--- config.mk ---
export PLATFORM = sky130hd
export DESIGN_NAME = operand_select_pipe_flat
export DESIGN_NICKNAME = d
export VERILOG_FILES = /design/src/rtl/operand_select_pipe_if.sv /design/src/rtl/operand_select_pipe.sv /design/src/flat_wrapper.sv
export SDC_FILE = /design/constraint.sdc
export NUM_CORES = 1
export LEC_CHECK = 0
export BUFFER_PORTS_ARGS = -buffer_cell sky130_fd_sc_hd__buf_2
export CAP_MARGIN = 0
export CORE_ASPECT_RATIO = 2
export CORE_MARGIN = 4
export CORE_UTILIZATION = 35
export DETAILED_ROUTE_END_ITERATION = 10
export PLACE_DENSITY = 0.71
export SYNTH_ARGS = -nofsm -noshare
export SYNTH_HDL_FRONTEND = slang
export SYNTH_SLANG_ARGS = --single-unit
--- constraint.sdc ---
create_clock -name clock -period 2.1 [get_ports clock]
set_input_delay 0.105 -clock clock [delete_from_list [all_inputs] [get_ports clock]]
set_output_delay 0.105 -clock clock [all_outputs]
set_load 0.02 [all_outputs]
--- src/rtl/operand_select_pipe_if.sv ---
// Request/operand bundle for operand_select_pipe: selection inputs plus valid/ready handshakes.
// slave is the pipe's view; master is the producer/consumer side that drives requests and drains operands.
interface operand_select_pipe_if #(
  parameter int unsigned WIDTH = 16,
  parameter int unsigned NREGS = 8,
  parameter int unsigned SEL_W = 5,
  parameter int unsigned IMM_W = 8
) ();
  logic [NREGS*WIDTH-1:0] regs_in;
  logic [WIDTH-1:0]       reg_r;
  logic [IMM_W-1:0]       imm;
  logic [SEL_W-1:0]       sel;
  logic [1:0]             mode;
  logic                   wb_en;
  logic [SEL_W-1:0]       wb_idx;
  logic [WIDTH-1:0]       wb_data;
  logic                   in_valid;
  logic                   in_ready;
  logic                   out_valid;
  logic                   out_ready;
  logic [WIDTH-1:0]       out_data;
  logic                   out_bypassed;

  modport master (
    output regs_in, reg_r, imm, sel, mode, wb_en, wb_idx, wb_data, in_valid, out_ready,
    input  in_ready, out_valid, out_data, out_bypassed
  );

  modport slave (
    input  regs_in, reg_r, imm, sel, mode, wb_en, wb_idx, wb_data, in_valid, out_ready,
    output in_ready, out_valid, out_data, out_bypassed
  );
endinterface

--- src/rtl/operand_select_pipe.sv ---
// Pipelined operand multiplexer: register/bypass/R-type/immediate select into a 1-cycle output
// register backed by a one-entry skid buffer so in_ready never depends combinationally on out_ready.
module operand_select_pipe #(
  parameter int unsigned WIDTH = 16,
  parameter int unsigned NREGS = 8,
  parameter int unsigned SEL_W = 5,
  parameter int unsigned IMM_W = 8
) (
  input  logic                 clock,
  input  logic                 reset_n,
  operand_select_pipe_if.slave bus
);

  localparam int unsigned IDX_W = (NREGS > 1) ? $clog2(NREGS) : 1;

  // State bits are {skid_valid, out_valid} so both handshake outputs come straight from flops.
  localparam logic [1:0] ST_EMPTY = 2'b00;
  localparam logic [1:0] ST_ONE   = 2'b01;
  localparam logic [1:0] ST_FULL  = 2'b11;

  logic [1:0]       state;
  logic [1:0]       state_nxt;
  logic [WIDTH-1:0] out_data_q;
  logic             out_byp_q;
  logic [WIDTH-1:0] skid_data_q;
  logic             skid_byp_q;
  logic [WIDTH-1:0] sel_data_c;
  logic             sel_byp_c;
  logic             accept_c;
  logic             load_out_in_c;
  logic             load_out_skid_c;
  logic             load_skid_c;
  logic [WIDTH-1:0] regs [NREGS];

  for (genvar k = 0; k < NREGS; k++) begin : g_unpack
    assign regs[k] = bus.regs_in[k*WIDTH +: WIDTH];
  end

  // Operand source select; codes at or above NREGS fall through to the mode-selected source.
  always_comb begin
    sel_data_c = '0;
    sel_byp_c  = 1'b0;
    if (32'(bus.sel) < NREGS) begin
      if (bus.wb_en && (bus.wb_idx == bus.sel)) begin
        sel_data_c = bus.wb_data;
        sel_byp_c  = 1'b1;
      end else begin
        sel_data_c = regs[bus.sel[IDX_W-1:0]];
      end
    end else begin
      case (bus.mode)
        2'd0:    sel_data_c = bus.reg_r;
        2'd1:    sel_data_c = WIDTH'($signed(bus.imm));
        2'd2:    sel_data_c = WIDTH'(bus.imm);
        default: sel_data_c = '0;
      endcase
    end
  end

  // Occupancy FSM and datapath load enables.
  always_comb begin
    state_nxt       = state;
    load_out_in_c   = 1'b0;
    load_out_skid_c = 1'b0;
    load_skid_c     = 1'b0;
    accept_c        = bus.in_valid && !state[1];
    case (state)
      ST_EMPTY: begin
        if (accept_c) begin
          load_out_in_c = 1'b1;
          state_nxt     = ST_ONE;
        end
      end
      ST_ONE: begin
        if (bus.out_ready) begin
          if (accept_c) load_out_in_c = 1'b1;
          else          state_nxt     = ST_EMPTY;
        end else if (accept_c) begin
          load_skid_c = 1'b1;
          state_nxt   = ST_FULL;
        end
      end
      ST_FULL: begin
        if (bus.out_ready) begin
          load_out_skid_c = 1'b1;
          state_nxt       = ST_ONE;
        end
      end
      default: state_nxt = ST_EMPTY;
    endcase
  end

  always_ff @(posedge clock or negedge reset_n) begin
    if (!reset_n) state <= ST_EMPTY;
    else          state <= state_nxt;
  end

  always_ff @(posedge clock or negedge reset_n) begin
    if (!reset_n) begin
      out_data_q  <= '0;
      out_byp_q   <= 1'b0;
      skid_data_q <= '0;
      skid_byp_q  <= 1'b0;
    end else begin
      if (load_out_in_c) begin
        out_data_q <= sel_data_c;
        out_byp_q  <= sel_byp_c;
      end else if (load_out_skid_c) begin
        out_data_q <= skid_data_q;
        out_byp_q  <= skid_byp_q;
      end
      if (load_skid_c) begin
        skid_data_q <= sel_data_c;
        skid_byp_q  <= sel_byp_c;
      end
    end
  end

  assign bus.out_valid    = state[0];
  assign bus.in_ready     = ~state[1];
  assign bus.out_data     = out_data_q;
  assign bus.out_bypassed = out_byp_q;

endmodule
--- src/flat_wrapper.sv ---
// flat-port wrapper written by rule: the top's interface ports become plain ports
module operand_select_pipe_flat 
#(
  parameter int unsigned WIDTH = 16,
  parameter int unsigned NREGS = 8,
  parameter int unsigned SEL_W = 5,
  parameter int unsigned IMM_W = 8
)
  (clock, reset_n, bus_regs_in, bus_reg_r, bus_imm, bus_sel, bus_mode, bus_wb_en, bus_wb_idx, bus_wb_data, bus_in_valid, bus_out_ready, bus_in_ready, bus_out_valid, bus_out_data, bus_out_bypassed);
  operand_select_pipe_if #(.WIDTH(WIDTH), .NREGS(NREGS), .SEL_W(SEL_W), .IMM_W(IMM_W)) bus_i ();
  input  logic clock;
  input  logic reset_n;
  input wire logic [$bits(bus_i.regs_in)-1:0] bus_regs_in;
  input wire logic [$bits(bus_i.reg_r)-1:0] bus_reg_r;
  input wire logic [$bits(bus_i.imm)-1:0] bus_imm;
  input wire logic [$bits(bus_i.sel)-1:0] bus_sel;
  input wire logic [$bits(bus_i.mode)-1:0] bus_mode;
  input wire logic [$bits(bus_i.wb_en)-1:0] bus_wb_en;
  input wire logic [$bits(bus_i.wb_idx)-1:0] bus_wb_idx;
  input wire logic [$bits(bus_i.wb_data)-1:0] bus_wb_data;
  input wire logic [$bits(bus_i.in_valid)-1:0] bus_in_valid;
  input wire logic [$bits(bus_i.out_ready)-1:0] bus_out_ready;
  output wire logic [$bits(bus_i.in_ready)-1:0] bus_in_ready;
  output wire logic [$bits(bus_i.out_valid)-1:0] bus_out_valid;
  output wire logic [$bits(bus_i.out_data)-1:0] bus_out_data;
  output wire logic [$bits(bus_i.out_bypassed)-1:0] bus_out_bypassed;
  assign bus_i.regs_in = bus_regs_in;
  assign bus_i.reg_r = bus_reg_r;
  assign bus_i.imm = bus_imm;
  assign bus_i.sel = bus_sel;
  assign bus_i.mode = bus_mode;
  assign bus_i.wb_en = bus_wb_en;
  assign bus_i.wb_idx = bus_wb_idx;
  assign bus_i.wb_data = bus_wb_data;
  assign bus_i.in_valid = bus_in_valid;
  assign bus_i.out_ready = bus_out_ready;
  assign bus_in_ready = bus_i.in_ready;
  assign bus_out_valid = bus_i.out_valid;
  assign bus_out_data = bus_i.out_data;
  assign bus_out_bypassed = bus_i.out_bypassed;
  operand_select_pipe #(.WIDTH(WIDTH), .NREGS(NREGS), .SEL_W(SEL_W), .IMM_W(IMM_W)) u_core (.clock(clock), .reset_n(reset_n), .bus(bus_i));
endmodule
# After elaboration in Yosys (flattened, before gate mapping)
# Index checks and enable logic that the tools add are counted.
[classes]
n_lt_le_gt_ge = 2
n_eq_ne = 9
n_mux = 25
bitwise_logic = 2
reduce_logical = 7
[ops]
columns = ["operator", "count"]
rows = [
  ["$mux W16", 6],
  ["$bmux W16 S3", 1],
  ["$pmux W16 S3", 1],
  ["$mux W1", 10],
  ["$mux W2", 5],
  ["$pmux W2 S3", 1],
  ["$eq A5 B5 Y1", 1],
  ["$lt A5 B4 Y1 const B", 1],
  ["$eq A2 B1 Y1 const B", 2],
  ["$eq A2 B2 Y1 const B", 2],
  ["$ge A4 B4 Y1 const B", 1],
  ["$logic_not A2 Y1", 2],
  ["$not A3 Y4", 1],
  ["$reduce_and A4 Y1", 1],
  ["$ne A3 B2 Y1 const B", 1],
  ["$ne A3 B3 Y1 const B", 1],
  ["$logic_and A1 B1 Y1", 2],
  ["$ne A2 B1 Y1 const B", 1],
  ["$ne A2 B2 Y1 const B", 1],
  ["$pmux W1 S2", 1],
  ["$reduce_bool A2 Y1", 1],
  ["$logic_not A1 Y1", 1],
  ["$not A1 Y1", 1],
]
[totals]
ff_bits = 36
input_bits = 185
out_inout_bits = 19
word_cells = 50

# Depth between registers and ports, before layout
# Gate-level depths: netlist of run 1.
[logic_depth]
ltp_word = 7
ltp_mapped = 8

# Least setup slack after synthesis of run 1
# OpenSTA, ideal clock, no wires.
[synth_timing]
path_type = "register to register"
start = "reg u_core.state[1]"
end = "reg u_core.skid_data_q[1]"
arrival_ns = 1.694
required_time_ns = 1.950
path_slack_ns = 0.256
stages_incl_launch_ff = 7
path_buffers = 1
path_cell_list = "dfrtp_1 > inv_1 > ha_1 > nand2b_1 > nor3b_2 > clkbuf_1 > a41oi_1"
[synth_between]
elab_chain_len = 5
elab_cells_between_ends = 6
[synth_lines]
columns = ["element", "line_no", "rtl"]
rows = [
  ["start: declaration", "operand_select_pipe.sv:21", "logic [1:0] state;"],
  ["start signal: assignment", "operand_select_pipe.sv:95", "else state <= state_nxt;"],
  ["$logic_not A1 Y1", "operand_select_pipe.sv:66", "accept_c = bus.in_valid && !state[1];"],
  ["$logic_and A1 B1 Y1", "operand_select_pipe.sv:66", ""],
  ["$mux W1", "operand_select_pipe.sv:78", "end else if (accept_c) begin"],
  ["$mux W1", "operand_select_pipe.sv:75", "if (bus.out_ready) begin"],
  ["$mux W1 (*)", "operand_select_pipe.sv:67", "case (state)"],
  ["end signal: assignment", "operand_select_pipe.sv:113", "skid_data_q <= sel_data_c;"],
  ["end: declaration", "operand_select_pipe.sv:25", "logic [WIDTH-1:0] skid_data_q;"],
]
# Every way passes the cells marked *; elsewhere a longest branch is shown, timed or not.
# A chain may end at the register's enable or synchronous reset.

# Worst setup path in the final report of run 1
[layout_timing]
start = "reg u_core.state[1]"
end = "reg u_core.state[0]"
[layout_between]
elab_chain_len = 4
elab_cells_between_ends = 11
[layout_lines]
columns = ["element", "line_no"]
rows = [
  ["$logic_not A1 Y1", "operand_select_pipe.sv:66"],
  ["$logic_and A1 B1 Y1", "operand_select_pipe.sv:66"],
  ["$ne A3 B3 Y1 (no source line), or another cell as far along", "n/a"],
  ["$reduce_and A4 Y1 (no source line)", "n/a"],
]
# Parallel ways exist; a longest one is shown, timed or not.

==> results.cfg, run 1 <==
[logic_synthesis]
synth_top_family_by_area = multiplexers
synth_mux_area_frac = 0.340
yosys.area_share.adder = 0.0156
syn_nets = 484
synth_cell_types = 37
postSynthCellCount = 295
synth-edff-count = 0
ys_async_sr_fraction = 1.00
synth_xor_area_frac = 0.0109
synth_compound_area_frac = 0.167
yosys_most_used_dff = dfrtp_1
synth-seq-cells = 36
synth-simple-area-share = 0.128
ys_warn_count = 0
avgSynthCellArea_um2 = 10.9
syn_area_um2 = 3210
seq_area_frac_synth = 0.280

[worst_setup_path]
crit_buf_inv = 1
required_ps = 2270
r2r_start = u_core.state[1]
r2r_cells = 6
cp_num_cells = 6
worstPathMaxFanout = 6
crit_path_start_kind = register
crit_chain = inv_1 > ha_1 > nand2b_1 > a21oi_1 > a311o_1 > mux2_2
crit_type = reg -> reg
r2r_setup_slack_ps = 260
cp_slowest_cell = dfrtp_1
cp_slowest_stage_delay_ps = 480
r2r-end = u_core.state[0]
cpLargestDelayFamily = flip-flops
end_kind = register
critPathArrivalTime_ps = 2010

[sta]
fin_hold_ws_ps = 182
finalSetupTns_ps = 0
hold_viol_final = 0
finalMaxSlewViolations = 0
setup_slack_ps = 260
finalCritPeriodShare = 0.876
fmax_mhz = 544
setup_viol = 0
rsz0062_at_grt = no
slew_headroom = 0.445
tightestPinTransition_ps = 833
layout_min_cycle_time_ps = 1840
fin_skew_ps = 4.77

[cells_and_area]
final_cell_mix = 203 x buf_2, 36 x dfrtp_1, 34 x a31oi_1
layout_commonest_cell = buf_2
post-route-util = 0.499
stdcell_area_um2 = 4500
diodes = 0
drive_gt1_frac = 0.524
area_growth_pct = 39.9
nNetsFinal = 675

[placed_design]
io_buffers = 203
dpl.hpwl_um = 9830
globalplace.congestion = 0.914
postPlaceCellArea_um2 = 4320
place_ws_ps = 275

[clocking]
cts_resized = 0
clkTransAtPathRegs_ps = 60
cts_sinks = 36
clkLatencyLatePin_ps = 280
cts_made_buffers = 5
ctsRootBufferMaster = clkbuf_16
cts_tree = yes
cts_max_level = 2
cts_buffer_depth = 2

[detailed_routing]
routed_wl_um = 12000
routedWlPerCell_um = 20.3
ant_nets = 0
drtPass1Iterations = 5
vias = 3448
drc_errors = 0
vias_per_cell = 5.85
drtIter0Drc = 230

[worst_hold_path]
hold_path.class = in -> reg
hp-start = bus_wb_data[8]
hold_path_end = u_core.skid_data_q[8]
min_delay_path_depth = 3

[die]
start_util = 0.357
ios = 204
die_y_um = 144
coreArea_um2 = 9010
die_x_um = 75.8
dieArea_um2 = 10900
rows = 49

[pwr]
power_density_nw_per_um2 = 868
peakVddDrop_mv = 0.337
leakagePower_nw = 2.16

[run_status]
outcome = complete, no violations

[global_routing]
antenna_found_initial = 0
grt_pass1_vias = 3491
groute.usage.overall = 0.215
grt_max_degree = 40
grt_pass1_wl_um = 17600
overflow = 0

[run]
maxCapViolCount = 0
-- layout make-up --
| class | count | area (um2) |
|---|---|---|
| tap | 102 | 128 |
| timing repair buffer | 214 | 1150 |
| clock buffer | 5 | 125 |
| clock inverter | 3 | 42.5 |
| inverter | 4 | 15.0 |
| fill | 842 | 4510 |
| sequential | 36 | 901 |
| multi-input combinational | 225 | 2140 |
-- worst min-delay path: cells and delay by family --
family	cells	cell delay, ps
buffers and inverters	1	80
AOI/OAI and AO/OA	2	230
-- sequential cells by signal, indices dropped and copies added (netlist names) --
signal	cells
u_core.bus.out_data	16
u_core.state	2
u_core.skid_byp_q	1
u_core.skid_data_q	16
u_core.bus.out_bypassed	1
-- logic make-up after synthesis --
| group | after synthesis |
|---|---|
| muxes | 59 |
| adders and majority gates | 4 |
| xor gates and xnor gates | 4 |
| DFF | 36 |
| AOI/OAI and AO/OA | 76 |
| buffers and inverters | 34 |
| and+or+nand+nor | 82 |
-- report_power, final --
| part | switching (mW) | total (mW) | leakage [nW] | internal, mW |
|---|---|---|---|---|
| Clock | 0.295 | 0.853 | 0.0798 | 0.557 |
| Sequential | 0.195 | 1.23 | 0.420 | 1.04 |
| Combinational | 0.984 | 1.82 | 1.66 | 0.833 |
-- routing by layer --
metal  GRT usage  up-vias  share of wire
met3      0.0343       23          0.071
met2       0.384      197           0.56
met5           0        -              0
li1            -     1579              -
met4      0.0857        0          0.029
met1       0.245     1649           0.34
-- synth_stat cells, types with 2 or more instances --
master | instances | share of area
mux2_2 | 18 | 0.063
mux4_1 | 21 | 0.17
buf_4 | 2 | 0.0047
a41oi_1 | 6 | 0.016
a211oi_1 | 16 | 0.037
mux2i_1 | 9 | 0.028
o22a_1 | 5 | 0.014
clkbuf_1 | 16 | 0.019
o21ai_0 | 2 | 0.0031
inv_1 | 4 | 0.0047
buf_2 | 6 | 0.0093
a22oi_1 | 5 | 0.012
and3_1 | 16 | 0.031
nor2_1 | 27 | 0.032
dfrtp_1 | 36 | 0.28
a31oi_1 | 34 | 0.066
nand2_1 | 9 | 0.011
buf_6 | 4 | 0.014
ha_1 | 4 | 0.016
nor2b_1 | 3 | 0.0058
a21oi_1 | 3 | 0.0047
a22o_1 | 3 | 0.0082
nand3_1 | 20 | 0.031
mux4_2 | 11 | 0.077
xnor2_1 | 3 | 0.0082
-- through the flow --
stage          std cells  power, mW
3_3_place_gp         580       2.98
5_1_grt              589       4.14
6_report             589       3.90
4_1_cts              589       3.92
2_1_floorplan        295       2.36
3_5_place_dp         580       3.06
-- how the worst max path moves through the flow --
stage | from | to | slack, ps
after floorplan | u_core.state[1] | u_core.skid_data_q[1] | 260
after global placement | bus_sel[0] | u_core.skid_data_q[2] | 410
after detailed placement | u_core.state[1] | u_core.state[0] | 270
after CTS | u_core.state[1] | u_core.state[0] | 260
after global routing | u_core.state[1] | u_core.state[1] | 150
final | u_core.state[1] | u_core.state[0] | 260
-- what timing repair did --
action                    4_1_cts  5_1_grt
setup buffers                   0        0
hold endpoints to repair       36        0
hold buffers                    1        0
No activity file was read; power rests on OpenSTA's default activity.
==> inputs of run 2 (changes only) <==
RECOVER_POWER = 100   (was not set)
==> run 2 against run 1 <==
Clock power about the same. Via count down 0.73%. Sequential power about the same. Sequential share of layout area up 0.11 points. Wire length down 0.11%. Final cell count unchanged. Clock skew about the same. Sequential cell count unchanged. Core utilization down 0.26 points. Power down 0.89%. Die area unchanged.
==> results.cfg, run 2 (synthesized netlist as in run 1, its figures left out) <==
[sta]
setup_viol = 0
rsz0062_at_grt = no
slew_headroom = 0.382
tightestPinTransition_ps = 927
fin_skew_ps = 4.54
fmax_mhz = 541
finalSetupTns_ps = 0
finalMaxSlewViolations = 0
finalCritPeriodShare = 0.880
hold_viol_final = 0
layout_min_cycle_time_ps = 1850

[clocking]
cts_max_level = 2
postCtsHoldBufs = 1
cts_tree = yes
clkTransAtPathRegs_ps = 60
cts_resized = 0
post-cts-setup-buffer-count = 0
cts_sinks = 36
clkLatencyLatePin_ps = 280
cts_made_buffers = 5
cts_buffer_depth = 2
ctsRootBufferMaster = clkbuf_16

[die]
die_x_um = 75.8
dieArea_um2 = 10900
rows = 49
coreArea_um2 = 9010
start_util = 0.357
die_y_um = 144
ios = 204

[global_routing]
grt_pass1_wl_um = 17600
grt_pass1_vias = 3491
groute.usage.overall = 0.215
grt_max_degree = 40
overflow = 0
antenna_found_initial = 0

[worst_setup_path]
end_kind = register
crit_type = reg -> reg
required_ps = 2270
worstPathMaxFanout = 6
r2r-end = u_core.state[0]
r2r_cells = 6
critPathArrivalTime_ps = 2020
r2r_setup_slack_ps = 250
crit_path_start_kind = register
r2r_start = u_core.state[1]

[worst_hold_path]
hold_path.class = in -> reg
min_delay_path_depth = 3
hold_path_end = u_core.skid_data_q[3]
hp-start = bus_wb_data[3]

[cells_and_area]
multi_input_area_um2 = 2140
diodes = 0
drive_gt1_frac = 0.485
final_cells = 589
final_cell_mix = 183 x buf_2, 36 x dfrtp_1, 34 x a31oi_1
regArea_um2 = 901
layout_commonest_cell = buf_2
fillers = 845
nNetsFinal = 675
area_growth_pct = 39.2

[detailed_routing]
routed_wl_um = 11900
vias = 3423
routedWlPerCell_um = 20.3
ant_nets = 0
drtIter0Drc = 215
drc_errors = 0
vias_per_cell = 5.81
drtPass1Iterations = 4

[placed_design]
globalplace.congestion = 0.914
dpl.hpwl_um = 9830
io_buffers = 203
dp.cells = 580

[run]
maxCapViolCount = 0

[pwr]
leakagePower_nw = 2.11
peakVddDrop_mv = 0.339
power_density_nw_per_um2 = 865

[run_status]
outcome = complete, no violations
==> run 2: changes by cell type in the layout (fill, tap and decap cells not counted) <==
cell | previous run | this run
buf_2 | 203 | 183
clkbuf_1 | 0 | 19
clkbuf_2 | 0 | 1
==> run 2: layout make-up <==
type | instances | area share
Multi-Input combinational cell | 225 | 0.477
Timing Repair Buffer | 214 | 0.252
Sequential cell | 36 | 0.201
Tap cell | 102 | 0.0285
Clock buffer | 5 | 0.0280
Clock inverter | 3 | 0.00951
Inverter | 4 | 0.00336
==> run 2: how the worst max path moves through the flow <==
stage,startpoint,endpoint,slack [ps],cells after the start
floorplan,u_core.state[1],u_core.skid_data_q[1],260,6
global placement,bus_sel[0],u_core.skid_data_q[2],410,6
detailed placement,u_core.state[1],u_core.state[0],270,6
CTS,u_core.state[1],u_core.state[0],260,6
global route,u_core.state[1],u_core.state[1],140,6
finish,u_core.state[1],u_core.state[0],250,6
==> run 2: per-layer routing <==
metal / vias up / track usage / share of wire
li1: 1579 / - / -
met1: 1630 / 0.245 / 0.34
met2: 190 / 0.384 / 0.56
met3: 24 / 0.0343 / 0.074
met4: 0 / 0.0857 / 0.026
met5: - / 0 / 0
==> run 2: worst max-delay path, stage by stage (launching register included) <==
cell,delay (ps)
dfrtp_1,480
inv_1,120
ha_1,240
nand2b_1,190
a21oi_1,110
a311o_1,310
mux2_2,280
==> run 2: through the flow <==
step | worst slack, ps | hold WS, ps | util | total power [mW] | cell area, um2
finish | 252 | 169 | 0.496 | 3.87 | 4470
global route | 141 | 197 | 0.496 | 4.10 | 4470
CTS | 262 | 166 | 0.499 | 3.92 | 4500
detailed placement | 275 | 238 | 0.479 | 3.06 | 4320
global placement | 413 | 221 | 0.479 | 2.98 | 4320
floorplan | 256 | -191 | - | 2.36 | 3210
==> run 2: power breakdown <==
part | leakage (nW) | internal [mW] | total, mW | switching [mW]
registers | 0.420 | 1.04 | 1.24 | 0.203
logic | 1.61 | 0.784 | 1.77 | 0.990
clock network | 0.0798 | 0.557 | 0.852 | 0.295
total | 2.11 | 2.38 | 3.87 | 1.49
